## config.mk

```make
export PLATFORM = sky130hd
export DESIGN_NAME = wb_slave_port_n
export DESIGN_NICKNAME = d
export VERILOG_FILES = /design/src/rtl/wb_slave_port_n.sv
export SDC_FILE = /design/constraint.sdc
export NUM_CORES = 1
export LEC_CHECK = 0
export CORE_AREA = 2 2 234 236
export DETAILED_ROUTE_END_ITERATION = 10
export DIE_AREA = 0 0 236 238
export GPL_ROUTABILITY_DRIVEN = 0
export PLACE_DENSITY = 0.36
export REMOVE_ABC_BUFFERS = 1
export SETUP_SLACK_MARGIN = 0.1
export SYNTH_ARGS = -nofsm -noshare
export SYNTH_HDL_FRONTEND = slang
export SYNTH_SLANG_ARGS = --single-unit
```

## constraint.sdc

```tcl
create_clock -name clk_i -period 8.3 [get_ports clk_i]
set_input_delay 2.49 -clock clk_i [delete_from_list [all_inputs] [get_ports clk_i]]
set_output_delay 2.49 -clock clk_i [all_outputs]
set_load 0.03 [all_outputs]
```

## src/rtl/wb_slave_port_n.sv

```systemverilog
// N-master to 1-slave Wishbone port: round-robin arbitration on target ID,
// burst-long grant hold, and an ack timeout that returns err to the master.
module wb_slave_port_n #(
    parameter int unsigned NUM_MST = 4,
    parameter int unsigned AW      = 32,
    parameter int unsigned DW      = 32,
    parameter int unsigned BLW     = 10,
    parameter int unsigned TO_CYC  = 255
) (
    input  logic                         clk_i,
    input  logic                         rst_n,
    input  logic [3:0]                   cfg_slave_id,
    input  logic [NUM_MST*DW-1:0]        m_wbd_dat_i,
    input  logic [NUM_MST*AW-1:0]        m_wbd_adr_i,
    input  logic [NUM_MST*(DW/8)-1:0]    m_wbd_sel_i,
    input  logic [NUM_MST*BLW-1:0]       m_wbd_bl_i,
    input  logic [NUM_MST-1:0]           m_wbd_bry_i,
    input  logic [NUM_MST-1:0]           m_wbd_we_i,
    input  logic [NUM_MST-1:0]           m_wbd_cyc_i,
    input  logic [NUM_MST-1:0]           m_wbd_stb_i,
    input  logic [NUM_MST*4-1:0]         m_wbd_tid_i,
    output logic [NUM_MST*DW-1:0]        m_wbd_dat_o,
    output logic [NUM_MST-1:0]           m_wbd_ack_o,
    output logic [NUM_MST-1:0]           m_wbd_lack_o,
    output logic [NUM_MST-1:0]           m_wbd_err_o,
    input  logic [DW-1:0]                s_wbd_dat_i,
    input  logic                         s_wbd_ack_i,
    input  logic                         s_wbd_lack_i,
    input  logic                         s_wbd_err_i,
    output logic [DW-1:0]                s_wbd_dat_o,
    output logic [AW-1:0]                s_wbd_adr_o,
    output logic [DW/8-1:0]              s_wbd_sel_o,
    output logic [BLW-1:0]               s_wbd_bl_o,
    output logic                         s_wbd_bry_o,
    output logic                         s_wbd_we_o,
    output logic                         s_wbd_cyc_o,
    output logic                         s_wbd_stb_o,
    output logic [$clog2(NUM_MST)-1:0]   gnt_o
);
    localparam int unsigned SW = DW / 8;
    localparam int unsigned GW = $clog2(NUM_MST);

    typedef enum logic [1:0] {StIdle, StBusy, StTurn} state_e;

    state_e        state_q, state_d;
    logic [GW-1:0] ptr_q, ptr_d;
    logic [GW-1:0] gnt_q, gnt_d;
    logic [15:0]   cnt_q, cnt_d;

    logic [NUM_MST-1:0] req;
    logic               arb_hit;
    logic [GW-1:0]      arb_idx;
    int unsigned        idx;
    int unsigned        gi;
    logic               timeout;
    logic [BLW-1:0]     g_bl;
    logic               unused_cyc;

    // cyc is implied by stb on this fabric; only stb qualifies a request.
    assign unused_cyc = ^m_wbd_cyc_i;

    always_comb begin
        for (int k = 0; k < int'(NUM_MST); k++) begin
            req[k] = m_wbd_stb_i[k] && (m_wbd_tid_i[k*4 +: 4] == cfg_slave_id);
        end
    end

    // Rotating priority: search upward from the slot after the last winner.
    always_comb begin
        arb_hit = 1'b0;
        arb_idx = '0;
        idx     = 0;
        for (int unsigned i = 1; i <= NUM_MST; i++) begin
            idx = (32'(ptr_q) + i) % NUM_MST;
            if (!arb_hit && req[idx[GW-1:0]]) begin
                arb_hit = 1'b1;
                arb_idx = idx[GW-1:0];
            end
        end
    end

    assign gi      = 32'(gnt_q);
    assign timeout = (cnt_q == 16'(TO_CYC - 1));
    assign g_bl    = m_wbd_bl_i[gi*BLW +: BLW];
    assign gnt_o   = gnt_q;

    always_comb begin
        state_d      = state_q;
        ptr_d        = ptr_q;
        gnt_d        = gnt_q;
        cnt_d        = cnt_q;
        m_wbd_dat_o  = '0;
        m_wbd_ack_o  = '0;
        m_wbd_lack_o = '0;
        m_wbd_err_o  = '0;
        s_wbd_dat_o  = '0;
        s_wbd_adr_o  = '0;
        s_wbd_sel_o  = '0;
        s_wbd_bl_o   = '0;
        s_wbd_bry_o  = 1'b0;
        s_wbd_we_o   = 1'b0;
        s_wbd_cyc_o  = 1'b0;
        s_wbd_stb_o  = 1'b0;

        unique case (state_q)
            StIdle: begin
                if (arb_hit) begin
                    gnt_d   = arb_idx;
                    ptr_d   = arb_idx;
                    cnt_d   = '0;
                    state_d = StBusy;
                end
            end
            StBusy: begin
                if (!m_wbd_stb_i[gi]) begin
                    // Master abandoned the cycle: release without any response.
                    state_d = StTurn;
                end else begin
                    s_wbd_dat_o = m_wbd_dat_i[gi*DW +: DW];
                    s_wbd_adr_o = {m_wbd_adr_i[gi*AW+2 +: AW-2], 2'b00};
                    s_wbd_sel_o = m_wbd_sel_i[gi*SW +: SW];
                    s_wbd_bl_o  = (g_bl == '0) ? BLW'(1) : g_bl;
                    s_wbd_bry_o = m_wbd_bry_i[gi];
                    s_wbd_we_o  = m_wbd_we_i[gi];
                    s_wbd_cyc_o = 1'b1;
                    s_wbd_stb_o = 1'b1;
                    m_wbd_dat_o[gi*DW +: DW] = s_wbd_dat_i;
                    if (timeout) begin
                        m_wbd_err_o[gi]  = 1'b1;
                        m_wbd_lack_o[gi] = 1'b1;
                        state_d          = StTurn;
                    end else begin
                        m_wbd_ack_o[gi]  = s_wbd_ack_i;
                        m_wbd_lack_o[gi] = s_wbd_lack_i | s_wbd_err_i;
                        m_wbd_err_o[gi]  = s_wbd_err_i;
                        cnt_d            = s_wbd_ack_i ? '0 : cnt_q + 16'd1;
                        if (s_wbd_lack_i || s_wbd_err_i) begin
                            state_d = StTurn;
                        end
                    end
                end
            end
            StTurn: begin
                state_d = StIdle;
            end
            default: begin
                state_d = StIdle;
            end
        endcase
    end

    always_ff @(posedge clk_i) begin
        if (!rst_n) begin
            state_q <= StIdle;
            ptr_q   <= GW'(NUM_MST - 1);
            gnt_q   <= '0;
            cnt_q   <= '0;
        end else begin
            state_q <= state_d;
            ptr_q   <= ptr_d;
            gnt_q   <= gnt_d;
            cnt_q   <= cnt_d;
        end
    end

endmodule

```

# Word-level counts from Yosys, hierarchy flattened
# Cells that the tools add are included.
totals:
  input_bits: 385
  word_cells: 117
  reg_bits: 22
  output_inout_bits: 224
op_classes:
  muxes: 60
  bitwise: 5
  reduce_logical: 18
  shift: 6
  add_sub_neg: 7
  order_cmp: 6
  n_mul: 1
  eq_ne: 10
op_table:
  columns: ["operator", "count"]
  rows:
  - ["128-bit 2-to-1 mux", 2]
  - ["128-bit AND", 1]
  - ["32-bit 2-to-1 mux", 4]
  - ["32-bit by 34-bit variable shift with 128-bit output, first input constant", 1]
  - ["128-bit by 8-bit variable part select with 32-bit output", 1]
  - ["128-bit by 9-bit variable part select with 30-bit output", 1]
  - ["32-bit by 34-bit variable part select with 128-bit output", 1]
  - ["16-bit 2-to-1 mux", 4]
  - ["4-bit 2-to-1 mux", 11]
  - ["40-bit by 7-bit variable part select with 10-bit output", 1]
  - ["7-bit negator with 34-bit output", 1]
  - ["16-bit one-hot mux with 2 select lines", 1]
  - ["10-bit 2-to-1 mux", 3]
  - ["1-bit 2-to-1 mux", 18]
  - ["16-bit by 1-bit adder with 16-bit output, second input constant", 1]
  - ["16-bit by 8-bit == test with 1-bit output, second input constant", 1]
  - ["4-bit == test", 4]
  - ["2-bit 2-to-1 mux", 8]
  - ["16-bit by 5-bit variable part select with 4-bit output", 1]
  - ["2-bit by 3-bit < comparator with 1-bit output, second input constant", 5]
  - ["1-bit binary-select mux with 2-bit select", 7]
  - ["4-bit AND", 3]
  - ["10-bit zero test", 1]
  - ["7-bit by 2-bit adder with 8-bit output, second input constant", 1]
  - ["other kinds (17)", 31]

# Longest topological paths before layout
# Gate-level depths: netlist of the first run.
depth:
  depth_word: 16
  mapped_depth: 9
  depth_no_buf: 8

# Worst setup path after synthesis of the first run
# No wires, ideal clock.
synth_timing:
  path_type: "in2out"
  startpoint: "input m_wbd_stb_i[2]"
  endpoint: "output m_wbd_dat_o[66]"
  path_slack_ps: 1930
  path_stages: 7
  required_time_ps: 5810
  arrival_ps: 3880
  path_buffers: 1
  path_cell_list: "mux4_2 nand2_4 inv_4 nand2_2 nor4b_4 buf_2 and2_1"
synth_via:
  elab_chain_len: 4
synth_rtl:
  columns: ["element", "line_no", "source"]
  rows:
  - ["start: declaration", "20", "input logic [NUM_MST-1:0] m_wbd_stb_i,"]
  - ["1-bit binary-select mux with 2-bit select", "115", "if (!m_wbd_stb_i[gi]) begin"]
  - ["1-bit 2-to-1 mux (not written as such)", "115", null]
  - ["128-bit 2-to-1 mux", "115", null]
  - ["128-bit 2-to-1 mux", "105", "unique case (state_q)"]
  - ["end: declaration", "22", "output logic [NUM_MST*DW-1:0] m_wbd_dat_o,"]
# Every way passes these cells. The select of a mux whose other input is x is not followed.

# Worst setup path after layout of the first run
layout_timing:
  startpoint: "input m_wbd_stb_i[2]"
  endpoint: "output m_wbd_dat_o[45]"
# The elaborated chain is that of the path after synthesis.

==> impl_results.rst, run 1 <==
.. list-table::
   :header-rows: 1

   * - Metric
     - Value
   * - Hold/Removal Path Class
     - flop to flop
   * - Input/output buffers
     - roughly 590
   * - Net Sw Frac
     - 34.3%
   * - CP Data Required Time
     - 5.81 ns
   * - Vias after detailed routing
     - 6,777
   * - Placed Area
     - 0.0114 sq mm
   * - Capturing element type of the critical path
     - output pin
   * - Die ar.
     - 0.0562 sq mm
   * - Horizontal extent of the die
     - 236 um
   * - Startpoint type of the worst setup path
     - input port
   * - Flip-flop and latch count after synthesis
     - 22
   * - Cell at the slowest stage of the critical path
     - sky130_fd_sc_hd__and4_1
   * - Maximum number of pins on one net before global-route repair
     - 81
   * - Number of routed nets with antenna violations
     - 0
   * - Clock transition at path regs
     - 0.06 ns
   * - CTS max path bufs
     - 2
   * - Number of antenna violations at the first check in global routing
     - 16
   * - Share of flip-flops with an asynchronous set or reset after synthesis
     - 0%
   * - Gr ovfl total
     - 0
   * - Critical path, cell by cell
     - clkdlybuf4s50_1 -> mux4_2 -> nand2_4 -> nor2_1 -> and4_1 -> and2_1 -> buf_4
   * - Family with the most delay on the worst path
     - simple AND/OR/NAND/NOR gates
   * - Max-capacitance violation count
     - 0
   * - Number of global-route vias before repair
     - 7,068
   * - Clock root buffer master
     - sky130_fd_sc_hd__clkbuf_16
   * - Number of gates resized after CTS
     - 0
   * - Worst hold margin
     - just under 0.5 ns
   * - Latest clock arrival within the worst-skew pair
     - between 0.2 and 0.3 ns
   * - Final-report hold violation count
     - 0
   * - Warnings from Yosys
     - 0
   * - Final setup violation count
     - 0
   * - Worst Max-Slew Pin Slew
     - 1.19 ns
   * - DIE HEIGHT
     - 238 um
   * - Global-route usage over all layers
     - 13.2%
   * - Post-CTS setup repair buffer count
     - 0
   * - RSZ-0062 raised after global routing
     - no
   * - Starting density of the core
     - 9.35%
   * - Power per cell area
     - 60.5 mW/mm^2
   * - Final cell count without fillers
     - 1,800
   * - Number of distinct library cell variants in the gate-level netlist after synthesis
     - 53
   * - Wire length of the first global-routing pass
     - 53,800 um
   * - Post-synth EDFFs
     - 0
   * - Final net count
     - 1,493
   * - Final setup skew
     - 0.00539 ns
   * - Per-instance average area after synthesis
     - 9.18 sq um
   * - Drt first-iter violations
     - 238
   * - Sequential fraction of the synthesis area
     - 8.80%
   * - Total clock sinks
     - 22
   * - Result of the run
     - finished, final reports clean
   * - Internal Pwr Total
     - ~450 uW
   * - Bufs and invs on worst path
     - 2
   * - Leakage power figure
     - 4.51 nW
   * - Final Critical Period
     - 7.54 ns
   * - Clock share of power
     - 15.6%
   * - Switching Power
     - around 240 uW
   * - Synthesized cell area
     - about 0.005 sq mm
   * - Main flop type after synthesis
     - sky130_fd_sc_hd__dfxtp_1
   * - H-tree depth
     - 1
   * - Class of the most critical setup path
     - input port to output pin
   * - Worst Path Max Fanout
     - 32
   * - Number of hold buffers added after CTS
     - 0
   * - Combinational Power Share
     - 66.3%
   * - Filler instances
     - 5,935
   * - Gate count after technology mapping
     - 545
   * - HPWL after detailed placement
     - 34,300 um
   * - I/O pin count
     - 609
   * - Final worst-path cycle share
     - 90.9%
   * - Area of the core
     - 0.0535 sq mm
   * - Cell count after placement
     - 1,792
   * - Total clock buffers created by CTS
     - 3
   * - Relative contribution of sequential cells to total power
     - ~18%
   * - Drt first pass iters
     - 4
   * - Cell area after layout
     - 0.0115 sq mm
   * - Arrival time of the worst setup path
     - 5.05 ns
   * - Layout Area Growth over Synthesis
     - 129%
   * - Final number of max-transition violations
     - 0
   * - Drt via density
     - 3.77
   * - Final routed wire length divided by cell count
     - 22.0 um
   * - Share of final-layout standard cells stronger than drive strength 1
     - 22.8%
   * - Total power of the final layout
     - 693 uW
   * - CTS tree
     - built
   * - Post-route DRC violation count
     - 0
   * - Worst voltage drop across the vdd grid
     - 0.0651 mV
   * - Most common cell after layout, fill and taps aside
     - sky130_fd_sc_hd__clkdlybuf4s50_1
   * - Total negative slack
     - 0 ns
   * - Delay of the slowest cell on the worst path
     - 1.01 ns
   * - Number of rows in the core area
     - 85
   * - Routed WL
     - 39,700 um
   * - Highest clock frequency the design can meet
     - 133 MHz
   * - Most frequent cells in the layout
     - sky130_fd_sc_hd__clkdlybuf4s50_1 (456), sky130_fd_sc_hd__buf_4 (147), sky130_fd_sc_hd__and2_1 (137), sky130_fd_sc_hd__and3_1 (85), sky130_fd_sc_hd__mux4_2 (79)
   * - Max transition margin
     - 20.5%
==> synth_stat cells (4+ instances only) <==
library cell / number / share of area (%)
sky130_fd_sc_hd__xnor2_1: 6 / 1.1
sky130_fd_sc_hd__nand2_1: 24 / 1.8
sky130_fd_sc_hd__buf_2: 12 / 1.2
sky130_fd_sc_hd__a311oi_1: 4 / 0.70
sky130_fd_sc_hd__ha_1: 7 / 1.8
sky130_fd_sc_hd__nand3_1: 12 / 1.2
sky130_fd_sc_hd__a21oi_1: 7 / 0.70
sky130_fd_sc_hd__a31oi_1: 5 / 0.63
sky130_fd_sc_hd__xor2_1: 13 / 2.3
sky130_fd_sc_hd__dfxtp_1: 22 / 8.8
sky130_fd_sc_hd__and3_1: 85 / 11
sky130_fd_sc_hd__nor2_1: 20 / 1.5
sky130_fd_sc_hd__o221a_4: 4 / 1.6
sky130_fd_sc_hd__nor3_1: 12 / 1.2
sky130_fd_sc_hd__mux4_2: 79 / 36
sky130_fd_sc_hd__clkbuf_1: 37 / 2.8
sky130_fd_sc_hd__inv_1: 6 / 0.45
sky130_fd_sc_hd__and2_1: 137 / 17
sky130_fd_sc_hd__buf_4: 4 / 0.60
==> per-layer routing <==
metal / share of wire (%) / track usage, % / wire length, um
met5: 0.14 / 0 / 55
met4: 1.9 / 1.91 / 734
met3: 6.8 / 3.08 / 2720
met2: 54 / 25.7 / 21300
met1: 37 / 14.7 / 14800
==> worst paths after layout <==
| check | end | slack, ns | from | cells after the start |
|---|---|---|---|---|
| worst max-delay path | m_wbd_dat_o[45] | 0.76 | m_wbd_stb_i[2] | 7 |
| worst min-delay path | cnt_q[11]$_SDFFE_PN0P_ | 0.48 | cnt_q[11]$_SDFFE_PN0P_ | 2 |
| worst max register to register | cnt_q[4]$_SDFFE_PN0P_ | 5.57 | state_q[0]$_SDFFE_PN0P_ | 6 |
| worst min register to register | cnt_q[11]$_SDFFE_PN0P_ | 0.48 | cnt_q[11]$_SDFFE_PN0P_ | 2 |
==> cell families after synthesis <==
family                     Yosys count  synth area share, %
adders and majority gates            7                 1.75
buffers and inverters               64                 5.90
muxes                               80                 35.8
xor gates and xnor gates            19                 3.33
AOI/OAI and AO/OA                   37                 6.55
other                                1               0.0749
and+or+nand+nor                    315                 37.8
DFF                                 22                 8.80
==> worst register-to-register path, stage by stage, from the launching register on <==
cell and delay, ns:
sky130_fd_sc_hd__dfxtp_1 0.34, sky130_fd_sc_hd__nor2b_4 0.17, sky130_fd_sc_hd__buf_4 0.58, sky130_fd_sc_hd__nor2b_1 0.81, sky130_fd_sc_hd__nand2_1 0.32, sky130_fd_sc_hd__o41ai_1 0.32
sky130_fd_sc_hd__o21a_1 0.14
==> area by class of cell <==
type | count | area (sq um) | share of cell area (%)
inverters | 8 | 32.5 | 0.284
clock buffers | 4 | 78.8 | 0.688
well taps | 696 | 871 | 7.60
multi-input cells | 460 | 4290 | 37.4
repair buffers | 606 | 5730 | 50.0
flip-flops and latches | 22 | 448 | 3.91
diodes | 4 | 10.0 | 0.0874
==> through the flow <==
step	worst slack (ns)	util [%]
after floorplan	-0.661	-
after global placement	0.729	21.2
after detailed placement	0.656	21.2
after CTS	0.655	21.4
after global routing	0.533	21.4
final	0.758	21.4
==> sequential cells by signal (all words and copies together), names as in the netlist <==
register	flops
ptr_q	2
gnt_o	2
cnt_q	16
state_q	2
==> power by group through the flow <==
stage,clock network (mW),registers [mW],logic (mW)
2_1_floorplan,0,0.138,0.182
3_3_place_gp,0,0.129,0.466
3_5_place_dp,0,0.129,0.467
4_1_cts,0.111,0.127,0.469
5_1_grt,0.117,0.128,0.489
6_report,0.108,0.126,0.459
Power figures use the tool's default switching activity.
==> run 2, diff against run 1 <==
Settings changed: CTS_CLUSTER_DIAMETER from default to 150.
==> results of run 2 <==
The final DEF is identical to that of run 1; final timing and power are the same.
